### src/rtl/ifetch_prefetch.sv
// Prefetching instruction fetch: keeps up to DEPTH sram-like requests in
// flight and queues returned words in order for decode.
//
// Ports:
//   clk, rst           clock, asynchronous active-low reset
//   inst_req..wdata    sram-like request channel (read-only, word size)
//   inst_rdata         response data
//   inst_addr_ok       request accepted this cycle
//   inst_data_ok       in-order response valid this cycle
//   en                 fetch enable; low stops new requests
//   redirect           flush the buffer and restart at redirect_pc
//   redirect_pc        new fetch PC (bits [1:0] ignored)
//   out_valid/ready    decode handshake
//   out_inst, out_pc   head instruction and its PC
//
// Build option IFETCH_BYPASS_EN: a kept response arriving at an empty
// buffer is forwarded to the outputs in the same cycle.
module ifetch_prefetch #(
   parameter int unsigned DEPTH     = 4,
   parameter logic [31:0] RESET_PC  = 32'hBFC00000,
   parameter int unsigned PHYS_BITS = 29
) (
   input  logic        clk,
   input  logic        rst,
   output logic        inst_req,
   output logic        inst_wr,
   output logic [1:0]  inst_size,
   output logic [31:0] inst_addr,
   output logic [31:0] inst_wdata,
   input  logic [31:0] inst_rdata,
   input  logic        inst_addr_ok,
   input  logic        inst_data_ok,
   input  logic        en,
   input  logic        redirect,
   input  logic [31:0] redirect_pc,
   output logic        out_valid,
   input  logic        out_ready,
   output logic [31:0] out_inst,
   output logic [31:0] out_pc
);

   localparam int PW = $clog2(DEPTH);
   localparam int CW = PW + 1;

   localparam logic [31:0] PMASK =
      (PHYS_BITS >= 32) ? 32'hFFFF_FFFF
                        : ((32'd1 << PHYS_BITS) - 32'd1);

   typedef enum logic {
      S_IDLE,
      S_REQ
   } state_t;

   state_t state;
   state_t state_nxt;

   logic [31:0]   pc;
   logic [31:0]   pc_nxt;
   logic [31:0]   ret_pc;
   logic [31:0]   target;
   logic          req_nxt;
   logic [31:0]   addr_nxt;
   // set when a held request was overtaken by a redirect
   logic          stale;
   logic          stale_nxt;

   logic [CW-1:0] count;
   logic [CW-1:0] in_flight;
   logic [CW-1:0] drop_cnt;
   logic [CW-1:0] count_nxt;
   logic [CW-1:0] in_flight_nxt;
   logic [CW-1:0] drop_nxt;
   logic [CW:0]   used_nxt;

   logic [PW-1:0] rd_ptr;
   logic [PW-1:0] wr_ptr;
   logic [31:0]   mem_inst [DEPTH];
   logic [31:0]   mem_pc   [DEPTH];

   logic accept;
   logic drop_hit;
   logic kept;
   logic byp;
   logic buf_nonempty;
   logic buf_pop;
   logic push;
   logic credit_ok;

   function automatic logic [31:0] phys(input logic [31:0] a);
      return a & PMASK;
   endfunction

   assign inst_wr    = 1'b0;
   assign inst_size  = 2'b10;
   assign inst_wdata = 32'd0;

   assign target       = {redirect_pc[31:2], 2'b00};
   assign accept       = inst_req & inst_addr_ok;
   assign buf_nonempty = (count != '0);
   assign drop_hit     = inst_data_ok & (drop_cnt != '0);
   assign kept         = inst_data_ok & ~redirect
                       & (drop_cnt == '0);

`ifdef IFETCH_BYPASS_EN
   // rst gate keeps the outputs at reset values while rst is low
   assign byp = kept & ~buf_nonempty & rst;
`else
   assign byp = 1'b0;
`endif

   assign out_valid = buf_nonempty | byp;
   assign out_inst  = buf_nonempty ? mem_inst[rd_ptr]
                    : (byp ? inst_rdata : 32'd0);
   assign out_pc    = buf_nonempty ? mem_pc[rd_ptr]
                    : (byp ? ret_pc : 32'd0);

   assign buf_pop = buf_nonempty & out_ready & ~redirect;
   // a bypassed word taken by decode never enters the buffer
   assign push    = kept & ~(byp & out_ready);

   assign count_nxt = redirect ? '0
                    : count + CW'(push) - CW'(buf_pop);

   assign in_flight_nxt = in_flight + CW'(accept)
                        - CW'(inst_data_ok);

   // on redirect every outstanding response is stale
   assign drop_nxt = redirect ? in_flight_nxt
                   : drop_cnt - CW'(drop_hit)
                     + CW'(accept & stale);

   // credit is judged on next-cycle state so that a pop or a
   // returning response lets issue resume without a bubble
   assign used_nxt  = {1'b0, count_nxt} + {1'b0, in_flight_nxt};
   assign credit_ok = used_nxt < (CW+1)'(DEPTH);

   always_comb begin
      state_nxt = state;
      req_nxt   = inst_req;
      addr_nxt  = inst_addr;
      stale_nxt = stale;
      pc_nxt    = pc;
      if (redirect) begin
         pc_nxt = target;
      end else if (accept && !stale) begin
         pc_nxt = pc + 32'd4;
      end
      unique case (state)
         S_IDLE: begin
            if (en && !redirect && credit_ok) begin
               state_nxt = S_REQ;
               req_nxt   = 1'b1;
               addr_nxt  = phys(pc);
            end
         end
         S_REQ: begin
            if (redirect) begin
               if (accept) begin
                  state_nxt = S_IDLE;
                  req_nxt   = 1'b0;
                  stale_nxt = 1'b0;
               end else begin
                  stale_nxt = 1'b1;
               end
            end else if (accept) begin
               stale_nxt = 1'b0;
               if (en && credit_ok) begin
                  addr_nxt = phys(pc_nxt);
               end else begin
                  state_nxt = S_IDLE;
                  req_nxt   = 1'b0;
               end
            end
         end
      endcase
   end

   always_ff @(posedge clk or negedge rst) begin
      if (!rst) begin
         state     <= S_IDLE;
         inst_req  <= 1'b0;
         inst_addr <= 32'd0;
         stale     <= 1'b0;
         pc        <= RESET_PC;
         ret_pc    <= RESET_PC;
         count     <= '0;
         in_flight <= '0;
         drop_cnt  <= '0;
         rd_ptr    <= '0;
         wr_ptr    <= '0;
      end else begin
         state     <= state_nxt;
         inst_req  <= req_nxt;
         inst_addr <= addr_nxt;
         stale     <= stale_nxt;
         pc        <= pc_nxt;
         count     <= count_nxt;
         in_flight <= in_flight_nxt;
         drop_cnt  <= drop_nxt;
         if (redirect) begin
            ret_pc <= target;
            rd_ptr <= '0;
            wr_ptr <= '0;
         end else begin
            if (kept) begin
               ret_pc <= ret_pc + 32'd4;
            end
            if (push) begin
               wr_ptr <= wr_ptr + PW'(1);
            end
            if (buf_pop) begin
               rd_ptr <= rd_ptr + PW'(1);
            end
         end
      end
   end

   always_ff @(posedge clk) begin
      if (push) begin
         mem_inst[wr_ptr] <= inst_rdata;
         mem_pc[wr_ptr]   <= ret_pc;
      end
   end

endmodule

### config.mk
export PLATFORM = sky130hd
export DESIGN_NAME = ifetch_prefetch
export DESIGN_NICKNAME = d
export VERILOG_FILES = /design/src/rtl/ifetch_prefetch.sv
export SDC_FILE = /design/constraint.sdc
export NUM_CORES = 1
export LEC_CHECK = 0
export CELL_PAD_IN_SITES_DETAIL_PLACEMENT = 1
export CELL_PAD_IN_SITES_GLOBAL_PLACEMENT = 1
export CORE_ASPECT_RATIO = 1.1
export CORE_MARGIN = 10
export CORE_UTILIZATION = 30
export CTS_BUF_LIST = sky130_fd_sc_hd__clkbuf_8
export CTS_CLUSTER_SIZE = 20
export DETAILED_ROUTE_END_ITERATION = 10
export PLACE_DENSITY_LB_ADDON = 0.1
export SLEW_MARGIN = 20
export SYNTH_ARGS = -nofsm -noshare
export SYNTH_HDL_FRONTEND = slang
export SYNTH_SLANG_ARGS = --single-unit
export TNS_END_PERCENT = 50
### constraint.sdc
create_clock -name clk -period 4.8 [get_ports clk]
set_input_delay 0.96 -clock clk [delete_from_list [all_inputs] [get_ports clk]]
set_output_delay 0.96 -clock clk [all_outputs]
set_load 0.01 [all_outputs]
* After elaboration in Yosys (flattened, before gate mapping)
Memory sizes are Yosys's and may differ from the RTL's.
Index checks and enable logic that the tools add are counted.
W data, S select, Z words.
** Word-level totals
- Memory bits (writable) :: 256
- Memories kept :: 2
- Register bits :: 112
** Memories
- mem_inst :: depth 4, bits a word 32, read ports 1, clocked after memory_dff 0, write ports 1, RTL line 77 : logic [31:0] mem_inst [DEPTH];
- mem_pc :: depth 4, bits a word 32, read ports 1, clocked after memory_dff 0, write ports 1, RTL line 78 : logic [31:0] mem_pc [DEPTH];
** Cells by class
- Muxes and demuxes :: 32
- Order comparisons :: 1
- Add/subtract/negate cells :: 11
- Eq/ne operators :: 5
- Reduce and logical (&&, ||, !) cells :: 16
- Bitwise gates (word level) :: 9
** Operators by type and width (number)
- $mux W32 :: 10
- $add A32 B3 Y32 const B :: 2
- $pmux W32 S2 :: 1
- $mux W1 :: 13
- $add A3 B1 Y3 :: 3
- $sub A3 B1 Y3 :: 3
- $mux W2 :: 4
- $reduce_bool A2 Y1 :: 4
- $and A1 B1 Y1 :: 7
- $mux W3 :: 2
- $reduce_bool A3 Y1 :: 2
- $add A2 B1 Y2 const B :: 2
- $add A3 B3 Y4 :: 1
- $logic_and A1 B1 Y1 :: 4
- $lt A4 B3 Y1 const B :: 1
- $ne A2 B1 Y1 const B :: 2
- $ne A2 B2 Y1 const B :: 2
- $pmux W1 S2 :: 2
- $reduce_and A4 Y1 :: 1
- $logic_not A3 Y1 :: 1
- $ne A3 B3 Y1 const B :: 1
- $reduce_and A3 Y1 :: 1
- $logic_not A1 Y1 :: 2
- $not A1 Y1 :: 2
- $reduce_and A2 Y1 :: 1

* Depth between registers and ports, before layout
- Depth after elaboration :: 13
- Mapped depth :: 20

* Least setup slack after synthesis
OpenSTA, ideal clock, no wires.
- Path kind :: input-to-reg
- From :: input redirect
- To :: register inst_addr[26]
- Path buffers :: 4
- Library setup time :: 0.134 ns
- Setup slack :: 0.183 ns
- Arrival time :: 4.483 ns
- Cell stages on the path :: 18
- Path through :: buf_4 -> buf_4 -> clkbuf_1 -> nor2_1 -> ha_1 -> inv_1 -> ha_1 -> inv_1 -> fa_1 -> xor2_1 -> xnor2_1 -> nor2_1 -> ha_1 -> nor4b_1 -> nand4_1 -> clkbuf_1 -> a22oi_1 -> o21ai_0
** Between the ends
- Longest elaborated chain between the ends :: 11
- Elaborated cells on any way between the ends :: 22
- Classes of those cells :: add/sub: 3; order compare: 1; eq/ne: 3; mux: 6; bitwise: 4; reduce/logical: 5
** Ends and longest elaborated chain
- start: declaration :: RTL line 34 : input logic redirect,
- $not A1 Y1 :: RTL line 101, 117
- $and A1 B1 Y1 :: RTL line 101 : assign kept = inst_data_ok & ~redirect
- $and A1 B1 Y1 :: RTL line 102 : & (drop_cnt == '0);
- $add A3 B1 Y3 :: RTL line 122 : : count + CW'(push) - CW'(buf_pop);
- $sub A3 B1 Y3 :: RTL line 122
- $mux W3 (*) :: RTL line 121 : assign count_nxt = redirect ? '0
- net count_nxt[2] :: RTL line 70 : logic [CW-1:0] count_nxt;
- $add A3 B3 Y4 (*) :: RTL line 134 : assign used_nxt = {1'b0, count_nxt} + {1'b0, in_flight_nxt};
- $lt A4 B3 Y1 (*) :: RTL line 135 : assign credit_ok = used_nxt < (CW+1)'(DEPTH);
- $logic_and A1 B1 Y1 (on tied branches) :: RTL line 167, 150
- $ne A2 B1 Y1 (no source line) / $ne A2 B2 Y1 (equally long branches)
- $reduce_and A4 Y1 (no source line) (*)
- end signal: assignment :: RTL line 194 : inst_addr <= addr_nxt;
- end: declaration :: RTL line 28 : output logic [31:0] inst_addr,
The timed path passes the listed nets; every way through them passes the cells marked *. The select of a mux whose other input is x is not followed.
A chain may end at the register's enable or synchronous reset.

* Final worst setup path
- From :: input inst_data_ok
- To :: register inst_addr[17]
** Between the ends
- Longest elaborated chain between the ends :: 10
- Elaborated cells on any way between the ends :: 13
- Classes of those cells :: add/sub: 4; order compare: 1; eq/ne: 2; mux: 1; bitwise: 2; reduce/logical: 3
** Ends and longest elaborated chain
- start: declaration :: RTL line 32 : input logic inst_data_ok,
- $and A1 B1 Y1 (*) :: RTL line 101
- $and A1 B1 Y1 (*) :: RTL line 102
- $add A3 B1 Y3 (*) :: RTL line 122
- $sub A3 B1 Y3 (*) :: RTL line 122
- $mux W3 (*) :: RTL line 121
- net count_nxt[2] :: RTL line 70
- $add A3 B3 Y4 (*) :: RTL line 134
- $lt A4 B3 Y1 (*) :: RTL line 135
- $logic_and A1 B1 Y1 (on tied branches) :: RTL line 167, 150
- $ne A2 B1 Y1 (no source line) / $ne A2 B2 Y1 (equally long branches)
- $reduce_and A4 Y1 (no source line) (*)
The timed path passes the listed nets; every way through them passes the cells marked *.

==> run metrics <==
die area=0.0614 sq mm; Synth area leader=edfxtp_1; gr ovfl total=0; DR vias=9424; die height=259 um; Critical path origin=inst_data_ok; timing endpoint of the critical path=inst_addr[17]$_DFFE_PN0P_; clock sinks=between 300 and 400; Post-synth top cells=edfxtp_1, dfrtp_1, and2_1; Post-synth EDFFs=approximately 250; CTS tree=built; Worst Clk Skew=0.0287 ns; FP Rows=87; leak pwr=6.84 nW; final-stage net count=around 1400; hold buffers post-CTS=0; Reg clk slew, reported paths=roughly 0.05 ns; Reg-to-Reg End=inst_addr[17]$_DFFE_PN0P_; gpl congestion=0.794; Crit. End Element=flop; post-synthesis area per instance=14.8 sq um; share of cells above drive strength 1=18.2%; Final Hold Fails=0; Clk Latency, worst-skew pair=0.65 ns; DRT iter0 DRCs=~400; Max Cap Viol=0; H-tree Lvls=2; Reg2Reg Depth=20; flop2flop setup slack=0.68 ns; CP Launch Type=primary input; final setup violation count=0; Worst-Margin Slew=about 0.85 ns; HPWL Detailed=29.2 mm; Syn Inst Count=1055; routed vias/inst=4.75; Root Buffer=clkbuf_8; Hold WC Path Type=primary input to async pin; die width=237 um; Setup Fix Bufs, Post-CTS=0; post-synth cell types=62; maximum clock path buffer count=3; TritonRoute pass-1 iters=4; RSZ-0062 raised after global routing=no; Seq/Total Area, Yosys=64.7%; Power Density=474 mW/mm^2; area of the mapped netlist=0.0156 sq mm; arrival time at the worst endpoint=4.70 ns; Period minus WS final=4.15 ns; GR Util All Layers=14.0%; period utilization=86.5%; Initial Util=30.4%; fmax=241 MHz; Seq cells post-synth=about 350; Avg WL per Cell=21.8 um; Yosys top cell area share=47.8%; ANT nets after route=0; largest net degree at the start of global routing=65; Crit Path Max Fanout=7; initial antenna violation count=2; CP Class=primary input to flop; synth top area cells=edfxtp_1, dfrtp_1, mux4_2; most frequent cell after synthesis=edfxtp_1; I/O Pins=204; Finished Layout Cells=1985; Core Box Area=a little over 0.05 sq mm; drt drc=0; first-pass GRT wire length=66.5 mm; placed insts=1869; Synth Warn #=0; Syn-to-layout area delta=23.5%; Reg-to-Reg Start=count[1]$_DFF_PN0_; Post-Route WL=43.2 mm; status=completed; CTS buffer count=61; Worst Path Required=5.35 ns; total power=between 9 and 10 mW; Slew headroom=a little over two fifths; CTS resizes=0; prevailing post-synth register cell=edfxtp_1; peak supply drop=0.000216 V; vias in the first global route=between 10000 and 15000; Port Buffers=161; fin. max-slew vios=0; Async SR Flop Fraction=29.5%
-- layout make-up --
class                   count  area [sq um]
inverters                  25          93.8
multi-input cells         620          5000
clock buffers              68           936
well taps                 667           835
repair buffers            205          2030
flip-flops and latches    352         10100
clock inverters            46           254
diodes                      2          5.00
fillers                  5373         32000
-- worst max-delay path, cell delays in order --
cell	delay (ns)
clkdlybuf4s50_1	0.54
nand2_1	0.10
nor2_1	0.10
inv_1	0.05
ha_1	0.27
inv_1	0.06
ha_1	0.13
inv_1	0.04
fa_1	0.37
xor2_1	0.17
xnor2_1	0.14
nor2_1	0.07
ha_1	0.30
nor4b_1	0.34
buf_4	0.20
and4_1	0.24
buf_4	0.18
buf_4	0.16
buf_12	0.10
nor2_1	0.03
a31oi_1	0.14
-- registers in the layout (all words and copies together) (netlist names) --
name / flops
stale: 1
rd_ptr: 2
inst_req: 1
in_flight: 3
count: 3
drop_cnt: 3
wr_ptr: 2
mem_pc: 120
inst_addr: 29
mem_inst: 128
ret_pc: 30
state: 1
pc: 29
-- power breakdown --
part / internal [mW] / switching (mW)
clock network: 1.41 / 1.24
registers: 3.55 / 0.255
logic: 1.39 / 1.26
-- per-layer routing --
layer	global-route usage, %	part of all wire [%]	vias to the layer above
met5	0	0	-
met4	4.07	2.2	0
met3	3.26	5.3	78
met2	24.1	50	196
met1	17.2	42	4823
li1	-	-	4327
-- layout by cell type, fill, tap and decap left out, types with 9 or more instances in the layout --
cell type / count
edfxtp_1: 248
mux2_2: 20
mux4_2: 62
clkbuf_8: 68
inv_1: 48
xnor2_1: 30
and2_1: 65
nand4_1: 24
dfstp_2: 16
clkdlybuf4s50_1: 159
buf_4: 37
o21ai_0: 22
ha_1: 14
a31oi_1: 11
xor2_1: 23
a21boi_0: 12
mux2i_1: 13
nand3_1: 22
a21oi_1: 33
nor3_1: 15
nor2_1: 48
clkinv_1: 9
and3_1: 16
nor4_1: 14
dfrtp_1: 86
conb_1: 40
nand2_1: 49
-- how the worst min path moves through the flow --
stage                        startpoint                        to  slack (ns)  cells after the start
5_1_grt                             rst           pc[0]$_DFF_PN0_        0.43                      1
3_5_place_dp   inst_addr[1]$_DFFE_PN0P_  inst_addr[1]$_DFFE_PN0P_        0.47                      2
4_1_cts                             rst  inst_addr[7]$_DFFE_PN0P_        0.39                      1
2_1_floorplan           pc[0]$_DFF_PN0_  inst_addr[0]$_DFFE_PN0P_        0.46                      2
6_report                            rst           pc[0]$_DFF_PN0_        0.41                      1
3_3_place_gp   inst_addr[1]$_DFFE_PN0P_  inst_addr[1]$_DFFE_PN0P_        0.46                      2
-- cell families (layout without fill, tap and decap cells) --
logic type	count (synthesis)	in the layout	share of synthesized area, %
other	2	42	0.0482
XOR/XNOR	53	53	2.98
AND/OR/NAND/NOR	303	303	10.8
flip-flops	352	352	64.7
adder cells (fa/ha/maj)	17	17	1.51
buffers and inverters	121	344	4.21
multiplexers	95	95	11.3
AO/OA/AOI/OAI	112	112	4.56
-- through the flow --
| stage | area, sq um | hold WS (ns) | util (%) | TNS [ns] | setup slack, ns |
|---|---|---|---|---|---|
| floorplan | 15700 | 0.459 | - | 0 | 0.183 |
| global placement | 18000 | 0.462 | 35.2 | -0.0325 | -0.0192 |
| detailed placement | 18000 | 0.468 | 35.2 | -0.0244 | -0.0196 |
| CTS | 19200 | 0.389 | 37.5 | 0 | 0.629 |
| global route | 19200 | 0.429 | 37.5 | 0 | 0.226 |
| finish | 19200 | 0.413 | 37.5 | 0 | 0.647 |
Power figures use the tool's default switching activity.
